$ cat config.mk
export PLATFORM = sky130hd
export DESIGN_NAME = bp_fe_icache_fill_responder
export DESIGN_NICKNAME = d
export VERILOG_FILES = /design/src/rtl/bp_fe_icache_fill_responder.sv
export SDC_FILE = /design/constraint.sdc
export NUM_CORES = 1
export LEC_CHECK = 0
export CORE_AREA = 4 4 447 449
export CTS_BUF_LIST = sky130_fd_sc_hd__clkbuf_2
export DETAILED_ROUTE_END_ITERATION = 7
export DIE_AREA = 0 0 451 453
export PLACE_DENSITY_LB_ADDON = 0.1
export SLEW_MARGIN = 30
export SYNTH_ARGS = -nofsm -noshare
export SYNTH_HDL_FRONTEND = slang
export SYNTH_SLANG_ARGS = --single-unit
$ cat constraint.sdc
create_clock -name clk_i -period 4.1 [get_ports clk_i]
set_input_delay 0.82 -clock clk_i [delete_from_list [all_inputs] [get_ports clk_i]]
set_output_delay 0.82 -clock clk_i [all_outputs]
set_load 0.005 [all_outputs]
$ cat src/rtl/bp_fe_icache_fill_responder.sv
// bp_fe_icache_fill_responder: LCE-side fill engine for FE I$ misses.
// One request at a time: fetch block (or dword), write data, then tag, then pulse complete.
// Ports:
//   cache_req_*            : request {type, addr}, victim-way metadata, complete pulse
//   mem_cmd_* / mem_resp_* : memory command {uncached, addr} and fill response
//   data_mem_pkt_*         : {opcode, index, way, data} I$ data write
//   tag_mem_pkt_*          : {index, way, ptag} I$ tag write (set valid)
//   miss_count_o, last_fill_latency_o : only with BP_FE_FILL_PERF_EN
module bp_fe_icache_fill_responder #(
  parameter int paddr_width_p = 40,
  parameter int block_width_p = 512,
  parameter int sets_p        = 64,
  parameter int assoc_p       = 8,
  parameter int ptag_width_p  = 28
) (
`ifdef BP_FE_FILL_PERF_EN
  output logic [31:0] miss_count_o,
  output logic [15:0] last_fill_latency_o,
`endif
  input  logic clk_i,
  input  logic reset_n_i,

  input  logic [paddr_width_p+1:0] cache_req_i,
  input  logic cache_req_v_i,
  output logic cache_req_ready_o,
  input  logic [$clog2(assoc_p)-1:0] cache_req_metadata_i,
  input  logic cache_req_metadata_v_i,
  output logic cache_req_complete_o,

  output logic [paddr_width_p:0] mem_cmd_o,
  output logic mem_cmd_v_o,
  input  logic mem_cmd_ready_i,

  input  logic [block_width_p-1:0] mem_resp_i,
  input  logic mem_resp_v_i,
  output logic mem_resp_yumi_o,

  output logic [$clog2(sets_p)+$clog2(assoc_p)+block_width_p:0] data_mem_pkt_o,
  output logic data_mem_pkt_v_o,
  input  logic data_mem_pkt_yumi_i,

  output logic [$clog2(sets_p)+$clog2(assoc_p)+ptag_width_p-1:0] tag_mem_pkt_o,
  output logic tag_mem_pkt_v_o,
  input  logic tag_mem_pkt_yumi_i
);

  localparam int index_w  = $clog2(sets_p);
  localparam int way_w    = $clog2(assoc_p);
  localparam int offset_w = $clog2(block_width_p/8);

  localparam logic [1:0] req_miss_lp     = 2'd0;
  localparam logic [1:0] req_uncached_lp = 2'd1;

  localparam logic [paddr_width_p-1:0] blk_mask_lp =
    {paddr_width_p{1'b1}} << offset_w;
  localparam logic [paddr_width_p-1:0] dw_mask_lp =
    {paddr_width_p{1'b1}} << 3;

  typedef enum logic [2:0] {
    S_IDLE,
    S_WAIT_META,
    S_SEND_CMD,
    S_WAIT_RESP,
    S_WR_DATA,
    S_WR_TAG,
    S_DONE
  } state_e;

  state_e state_q;

  logic ready_q;
  logic cmd_v_q;
  logic data_v_q;
  logic tag_v_q;
  logic complete_q;
  logic uncached_q;
  logic [paddr_width_p-1:0] addr_q;
  logic [way_w-1:0] way_q;
  logic [block_width_p-1:0] data_q;

  logic [1:0] req_type;
  logic [paddr_width_p-1:0] req_addr;
  logic req_accept;
  logic [index_w-1:0] idx;
  logic [paddr_width_p-1:0] cmd_addr;

  assign req_type   = cache_req_i[paddr_width_p+1 -: 2];
  assign req_addr   = cache_req_i[paddr_width_p-1:0];
  assign req_accept = (state_q == S_IDLE) & ready_q & cache_req_v_i;

  assign idx      = addr_q[offset_w +: index_w];
  assign cmd_addr = addr_q & (uncached_q ? dw_mask_lp : blk_mask_lp);

  // Stale responses are drained in IDLE; ready_q keeps this quiet in reset.
  assign mem_resp_yumi_o = mem_resp_v_i
    & ((state_q == S_WAIT_RESP) | ((state_q == S_IDLE) & ready_q));

  assign cache_req_ready_o    = ready_q;
  assign cache_req_complete_o = complete_q;
  assign mem_cmd_v_o          = cmd_v_q;
  assign mem_cmd_o            = {uncached_q, cmd_addr};
  assign data_mem_pkt_v_o     = data_v_q;
  assign data_mem_pkt_o       = {uncached_q, idx, way_q, data_q};
  assign tag_mem_pkt_v_o      = tag_v_q;
  assign tag_mem_pkt_o        =
    {idx, way_q, addr_q[paddr_width_p-1 -: ptag_width_p]};

  always_ff @(posedge clk_i or negedge reset_n_i) begin
    if (!reset_n_i) begin
      state_q    <= S_IDLE;
      ready_q    <= 1'b0;
      cmd_v_q    <= 1'b0;
      data_v_q   <= 1'b0;
      tag_v_q    <= 1'b0;
      complete_q <= 1'b0;
      uncached_q <= 1'b0;
      addr_q     <= '0;
      way_q      <= '0;
      data_q     <= '0;
    end else begin
      unique case (state_q)
        S_IDLE: begin
          if (req_accept) begin
            ready_q    <= 1'b0;
            addr_q     <= req_addr;
            uncached_q <= (req_type == req_uncached_lp);
            if (req_type == req_miss_lp) begin
              if (cache_req_metadata_v_i) begin
                way_q   <= cache_req_metadata_i;
                cmd_v_q <= 1'b1;
                state_q <= S_SEND_CMD;
              end else begin
                state_q <= S_WAIT_META;
              end
            end else if (req_type == req_uncached_lp) begin
              way_q   <= '0;
              cmd_v_q <= 1'b1;
              state_q <= S_SEND_CMD;
            end else begin
              // Illegal type: no memory traffic, just retire it.
              complete_q <= 1'b1;
              state_q    <= S_DONE;
            end
          end else begin
            ready_q <= 1'b1;
          end
        end
        S_WAIT_META: begin
          if (cache_req_metadata_v_i) begin
            way_q   <= cache_req_metadata_i;
            cmd_v_q <= 1'b1;
            state_q <= S_SEND_CMD;
          end
        end
        S_SEND_CMD: begin
          if (mem_cmd_ready_i) begin
            cmd_v_q <= 1'b0;
            state_q <= S_WAIT_RESP;
          end
        end
        S_WAIT_RESP: begin
          if (mem_resp_v_i) begin
            data_q <= uncached_q
              ? {{(block_width_p-64){1'b0}}, mem_resp_i[63:0]}
              : mem_resp_i;
            data_v_q <= 1'b1;
            state_q  <= S_WR_DATA;
          end
        end
        S_WR_DATA: begin
          if (data_mem_pkt_yumi_i) begin
            data_v_q <= 1'b0;
            if (uncached_q) begin
              complete_q <= 1'b1;
              state_q    <= S_DONE;
            end else begin
              tag_v_q <= 1'b1;
              state_q <= S_WR_TAG;
            end
          end
        end
        S_WR_TAG: begin
          if (tag_mem_pkt_yumi_i) begin
            tag_v_q    <= 1'b0;
            complete_q <= 1'b1;
            state_q    <= S_DONE;
          end
        end
        S_DONE: begin
          complete_q <= 1'b0;
          ready_q    <= 1'b1;
          state_q    <= S_IDLE;
        end
        default: begin
          state_q <= S_IDLE;
        end
      endcase
    end
  end

`ifdef BP_FE_FILL_PERF_EN
  logic [31:0] miss_cnt_q;
  logic [15:0] lat_cnt_q;
  logic [15:0] last_lat_q;

  assign miss_count_o        = miss_cnt_q;
  assign last_fill_latency_o = last_lat_q;

  // lat_cnt_q holds the cycle number since accept, so it reads
  // accept->complete distance while in DONE.
  always_ff @(posedge clk_i or negedge reset_n_i) begin
    if (!reset_n_i) begin
      miss_cnt_q <= '0;
      lat_cnt_q  <= '0;
      last_lat_q <= '0;
    end else begin
      if (req_accept) begin
        lat_cnt_q <= 16'd1;
        if (req_type == req_miss_lp)
          miss_cnt_q <= miss_cnt_q + 32'd1;
      end else if (state_q != S_IDLE && lat_cnt_q != 16'hFFFF) begin
        lat_cnt_q <= lat_cnt_q + 16'd1;
      end
      if (state_q == S_DONE)
        last_lat_q <= lat_cnt_q;
    end
  end
`endif

endmodule

==> results of run 1 <==
-- cell type report --
| class | count | area (um^2) |
|---|---|---|
| fillers | 21707 | 146000 |
| diodes | 33 | 82.6 |
| multi-input cells | 1514 | 7160 |
| inverters | 5 | 26.3 |
| well taps | 2640 | 3300 |
| flip-flops and latches | 561 | 14100 |
| repair buffers | 2330 | 23400 |
| clock buffers | 299 | 1500 |
| clock inverters | 32 | 206 |
-- per-stage QoR --
stage,instances,hold WS (ps),power (mW)
global placement,5943,463,21.9
floorplan,2326,471,13.4
detailed placement,5943,469,21.9
finish,7414,413,27.6
CTS,7381,5.55,28.7
global route,7405,52.3,30.0
-- path summary, 6_finish.rpt --
check / to / cells past startpoint
max in group asynchronous: data_q[497]$_DFFE_PN0P_ / 5
min in group asynchronous: data_q[192]$_DFFE_PN0P_ / 4
worst max register to register: uncached_q$_DFFE_PN0P_ / 8
worst min-delay path: data_q[229]$_DFFE_PN0P_ / 4
worst max-delay path: mem_cmd_o[4] / 2
worst min register to register: data_q[469]$_DFFE_PN0P_ / 2
-- power groups by stage --
stage / clock, mW / sequential [mW] / combinational [mW]
floorplan: 0 / 9.47 / 3.94
global placement: 0 / 9.61 / 12.3
detailed placement: 0 / 9.65 / 12.2
CTS: 5.53 / 9.51 / 13.6
global route: 5.82 / 9.80 / 14.4
finish: 5.05 / 9.45 / 13.1
-- tightest hold or removal path, cell delays in order --
cell and delay, ps:
dlygate4sd3_1 530, clkdlybuf4s50_1 500, nand2_1 100, o21ai_0 70
-- registers in the layout, indices dropped and copies added (netlist names) --
signal and flops:
cache_req_complete_o 1, addr_q 37, data_mem_pkt_v_o 1, mem_cmd_v_o 1, uncached_q 1, state_q 3, data_q 512, tag_mem_pkt_v_o 1
way_q 3, cache_req_ready_o 1
-- what timing repair did --
item,CTS,global route
hold buffers,1101,0
resized for setup,16,1
endpoints found under the setup margin,8,1
hold endpoints to repair,1122,0
gates cloned,0,0
setup buffers,6,0
-- layer usage --
metal | GRT usage [%] | vias up | share of wire [%]
met5 | 0 | - | 0.13
met4 | 5.59 | 28 | 4.0
met3 | 4.96 | 286 | 7.5
met2 | 23.3 | 841 | 49
met1 | 15.0 | 11537 | 39
li1 | - | 12163 | -
-- cell usage after synthesis, types with 2 or more instances --
cell      count  area, um^2
and2_1        3        18.8
o21ai_1      26         130
nor2b_1       3        18.8
a21oi_1       5        25.0
clkbuf_1    100         375
a31oi_1       4        25.0
nand3_1       3        15.0
inv_1         3        11.3
mux2i_1       2        20.0
nor3b_1       2        15.0
inv_2         2        7.51
o21ai_0     430        2150
dfrtp_1     561       14000
buf_4        95         713
buf_6         4        45.0
mux2_1        4        45.0
nand2_1     905        3400
nor2_1       12        45.0
mux2_2       97        1090
a22o_1        3        26.3
buf_2        47         235
-- logic make-up (layout without fill, tap and decap cells) --
group / Yosys count / count (layout) / synth area share [%]
AND/OR/NAND/NOR: 933 / 933 / 15.8
AO/OA/AOI/OAI: 475 / 475 / 10.7
multiplexers: 103 / 103 / 5.13
other: 1 / 36 / 0.0166
buffers and inverters: 251 / 2666 / 6.15
flip-flops: 561 / 561 / 62.2
==> summary.txt, run 1 <==
Pwr
  – Pleak: 21.7 nW
  – P_int: 17.5 mW
  – Worst VDD drop: 0.204 mV
  – P_sw: 10.2 mW
  – Switching Share: 36.8%
  – Flop pwr share: 34.2%
  – PD cells: 555 nW/um^2
  – Power share of the combinational group: 47.5%
  – Clock Power Share: 18.3%

Final layout
  – Commonest non-fill, non-tap cell in the layout: clkdlybuf4s50_1
  – Most frequent cells in the layout: 1158 x clkdlybuf4s50_1, 1100 x dlygate4sd3_1, 905 x nand2_1
  – Post-route design area: 49800 um^2
  – Share of layout cells above drive strength 1: 10.2%
  – P&R area growth vs syn: 120%
  – Final net count: 5168
  – Final Util: 25.4%

Setup path
  – Slowest stage delay, CP: 520 ps
  – Crit-path leading delay family: flip-flops
  – CP max FO: 5
  – Critical path type: reg -> out
  – CP Data Arrival Time: 2770 ps
  – Reg2Reg Launch Point: state_q[0]$_DFFE_PN0P_
  – CP endpoint kind: output port
  – Critical path's slowest cell: dfrtp_4
  – Critical Path Start: uncached_q$_DFFE_PN0P_
  – CP Cell Sequence: and2_1 -> clkdlybuf4s50_1
  – Buf+Inv Stages, Crit Path: 1
  – Startpoint types: flop
  – Req. time, crit path: 3280 ps
  – FF-to-FF setup slack: 1220 ps

Synthesis
  – Ys flop type: dfrtp_1
  – #FFs+latches synth: 561
  – Post-synth EDFFs: 0
  – Sequential share of the synthesized area: 62.2%
  – FFs w/ async S/R, synth: 100%
  – Synth Cell Area: 22600 um^2
  – Cell count after synthesis: 2324
  – Post-synth cell types: 34
  – Syn avg cell area: 9.71 um^2
  – YS warnings: 0

Route
  – Total Wirelength: 141000 um
  – Via count: 24855
  – Vias per cell: 3.35
  – Post-DR wirelength/cell: 19.0 um
  – DRT Pass-1 Iters: 4
  – Detailed Route Iter0 Violations: 751
  – Antenna Violating Nets Remaining: 0
  – Drc violations: 0

Clock network
  – TritonCTS buffer count: 191
  – CTS tree: done
  – CTS Buffer Depth: 3
  – Clock Latency Late Sink: 1680 ps
  – Root Driver: clkbuf_2
  – Htree depth: 4
  – CTS Sinks: 561
  – Reg clk slew, reported paths: 100 ps

Global route
  – Gr usage total: 13.5%
  – Vias in the first global route: 26773
  – First-pass GRT wire length: 199000 um
  – Initial antenna violation count: 60
  – Total grt overflow: 0
  – Largest net degree at the start of global routing: 151

Place
  – Post-Place Worst Slack: 974 ps
  – DP Wirelength: 107000 um
  – Placed inst area: 36900 um^2
  – Port Buf Inserts: 1164
  – RePlAce Congestion: 0.761

STA
  – Setup slack after layout: 509 ps
  – Maximum clock rate: 278 MHz
  – Tmin final: 3590 ps
  – Fin Setup TNS: 0 ps
  – Final setup viols: 0
  – Final Hold Viols: 0
  – Clk_skew: 115 ps
  – Actual slew at the worst max-slew pin: 1210 ps
  – Pins Over Slew Limit: 0
  – Final Cycle Share: 87.6%
  – Max transition margin: 19.5%

Outcome
  – Status: finished, final reports clean

Floorplanning
  – Num rows: 163
  – Initial Util: 11.5%
  – Die area: 204000 um^2
  – Core area: 196000 um^2
  – Die height: 453 um
  – Die width: 451 um
  – I/O pins: 1171

Hold path
  – Hold Crit Class: in -> reg
  – Hold_sp: mem_resp_i[229]

Run
  – Max-Cap Viols: 0
(Power assumes the default switching activity.)
==> inputs of run 2 (changes only) <==
--- a/config.mk
+++ b/config.mk
@@ -5,10 +5,10 @@
 export SDC_FILE = /design/constraint.sdc
 export NUM_CORES = 1
 export LEC_CHECK = 0
-export CORE_AREA = 4 4 447 449
+export CORE_AREA = 4 4 452 454
 export CTS_BUF_LIST = sky130_fd_sc_hd__clkbuf_2
 export DETAILED_ROUTE_END_ITERATION = 7
-export DIE_AREA = 0 0 451 453
+export DIE_AREA = 0 0 456 458
 export PLACE_DENSITY_LB_ADDON = 0.1
 export SLEW_MARGIN = 30
 export SYNTH_ARGS = -nofsm -noshare
==> summary.txt, run 2 (same netlist as run 1, synthesis figures left out) <==
Floorplanning
  – Die area: 209000 um^2
  – Initial Util: 11.3%
  – I/O pins: 1171
  – Num rows: 164
  – Die height: 458 um
  – Core area: 200000 um^2
  – Die width: 456 um

Hold path
  – Hold Crit Class: in -> reg
  – Hold_sp: mem_resp_i[235]
  – Hold Path End: data_q[235]$_DFFE_PN0P_
  – WHS Path Cells: 4

Clock network
  – CTS Buffer Depth: 3
  – Clock Latency Late Sink: 1570 ps
  – Htree depth: 4
  – Root Driver: clkbuf_2
  – Reg clk slew, reported paths: 90 ps
  – CTS Sinks: 561
  – CTS tree: done
  – TritonCTS buffer count: 186

Final layout
  – Reg area: 14000 um^2
  – Max reg flops: 512
  – Multi-input logic area: 7160 um^2
  – Largest Register: data_q
  – Post-route design area: 45800 um^2
  – Final net count: 4785
  – Share of layout cells above drive strength 1: 10.6%
  – Final std cells w/o fill: 7025
  – P&R area growth vs syn: 103%
  – Final Util: 23.0%
  – Commonest non-fill, non-tap cell in the layout: clkdlybuf4s50_1
  – Most frequent cells in the layout: 1162 x clkdlybuf4s50_1, 905 x nand2_1, 726 x dlygate4sd3_1
  – Regs by FF count: data_q (512), addr_q (37)
  – # fillers: 22017

STA
  – Setup slack after layout: 502 ps
  – Clk_skew: 147 ps
  – Final setup viols: 0
  – Final Cycle Share: 87.8%
  – Max transition margin: 34.7%
  – Tmin final: 3600 ps
  – Final Hold Viols: 0
  – Actual slew at the worst max-slew pin: 980 ps
  – Maximum clock rate: 278 MHz
  – Pins Over Slew Limit: 0

Global route
  – Vias in the first global route: 24997
  – Gr usage total: 13.1%
  – Largest net degree at the start of global routing: 145
  – First-pass GRT wire length: 197000 um
  – Initial antenna violation count: 49
  – Total grt overflow: 0

Pwr
  – PD cells: 586 nW/um^2
  – Worst VDD drop: 0.230 mV
  – Pleak: 19.9 nW

Route
  – Via count: 23403
  – Antenna Violating Nets Remaining: 0
  – Total Wirelength: 141000 um
  – DRT Pass-1 Iters: 5
  – Detailed Route Iter0 Violations: 989
  – Vias per cell: 3.33
  – Post-DR wirelength/cell: 20.0 um
  – Drc violations: 0

Setup path
  – FF-to-FF setup slack: 1350 ps
  – Req. time, crit path: 3280 ps
  – CP Data Arrival Time: 2780 ps
  – Startpoint types: flop
  – CP endpoint kind: output port
  – Critical path type: reg -> out
  – Reg2Reg Launch Point: state_q[1]$_DFFE_PN0P_
  – CP max FO: 8
  – Worst reg2reg path depth: 8
  – Reg-to-reg endpoint: state_q[0]$_DFFE_PN0P_

Place
  – Port Buf Inserts: 1164
  – Placed inst area: 36900 um^2
  – Dpl cells: 5955
  – RePlAce Congestion: 0.770
  – Post-Place Worst Slack: 928 ps
  – DP Wirelength: 109000 um

Outcome
  – Status: finished, final reports clean

Run
  – Max-Cap Viols: 0
## run 2: cell count changes in the layout (fill, tap and decap cells not counted), moves of 2 or more
cell             delta
dlygate4sd3_1     -374
clkbuf_2           -22
clkinv_1           -15
diode_2             +6
clkdlybuf4s50_1     +4
clkinvlp_4          +4
dlygate4sd2_1       -4
buf_4               -3
clkinv_4            -2
inv_2               +2
## run 2: layout make-up
type	instances	area share (%)
diodes	39	0.213
clock buffers	277	3.02
clock inverters	21	0.317
inverters	5	0.0573
multi-input cells	1514	15.6
flip-flops and latches	561	30.6
well taps	2656	7.25
repair buffers	1952	42.9
## run 2: critical path: stages (launching register included)
cell and delay [ps]:
dfrtp_1 510, nor3b_1 270, a21oi_1 70, nor3b_1 190, clkdlybuf4s15_1 320
## run 2: where the power goes
part | internal [mW] | switching [mW] | total (mW)
Clock | 1.84 | 2.88 | 4.72
Combinational | 6.95 | 5.65 | 12.6
Sequential | 7.97 | 1.59 | 9.56
## run 2: layer usage
| metal | vias up | wire (um) | part of all wire, % | GRT usage (%) |
|---|---|---|---|---|
| li1 | 11377 | - | - | - |
| met1 | 10899 | 55300 | 39 | 14.7 |
| met2 | 829 | 68400 | 49 | 22.2 |
| met3 | 282 | 10600 | 7.6 | 4.97 |
| met4 | 16 | 6070 | 4.3 | 5.53 |
| met5 | - | 97 | 0.069 | 0 |
## run 2: repair_timing
action	CTS	global route
endpoints found under the hold margin	1122	0
resized for setup	8	0
hold buffers	727	0
setup buffers	6	0
endpoints found under the setup margin	6	0
## run 2: worst max path at each step
| stage | start | endpoint | slack [ps] | cells after the start |
|---|---|---|---|---|
| finish | cache_req_ready_o$_DFFE_PN0P_ | mem_resp_yumi_o | 500 | 4 |
| global route | cache_req_ready_o$_DFFE_PN0P_ | mem_resp_yumi_o | -70 | 4 |
| floorplan | state_q[0]$_DFFE_PN0P_ | mem_resp_yumi_o | 2120 | 5 |
| CTS | state_q[0]$_DFFE_PN0P_ | mem_resp_yumi_o | 10 | 4 |
| global placement | mem_resp_v_i | mem_resp_yumi_o | 930 | 3 |
| detailed placement | mem_resp_v_i | mem_resp_yumi_o | 930 | 3 |
## run 2: stage by stage
step	power [mW]	hold WS, ps	TNS, ps
2_1_floorplan	13.4	471	0
3_3_place_gp	22.0	463	0
3_5_place_dp	22.0	469	0
4_1_cts	27.9	0.170	0
5_1_grt	29.1	14.3	-65.5
6_report	26.9	436	0
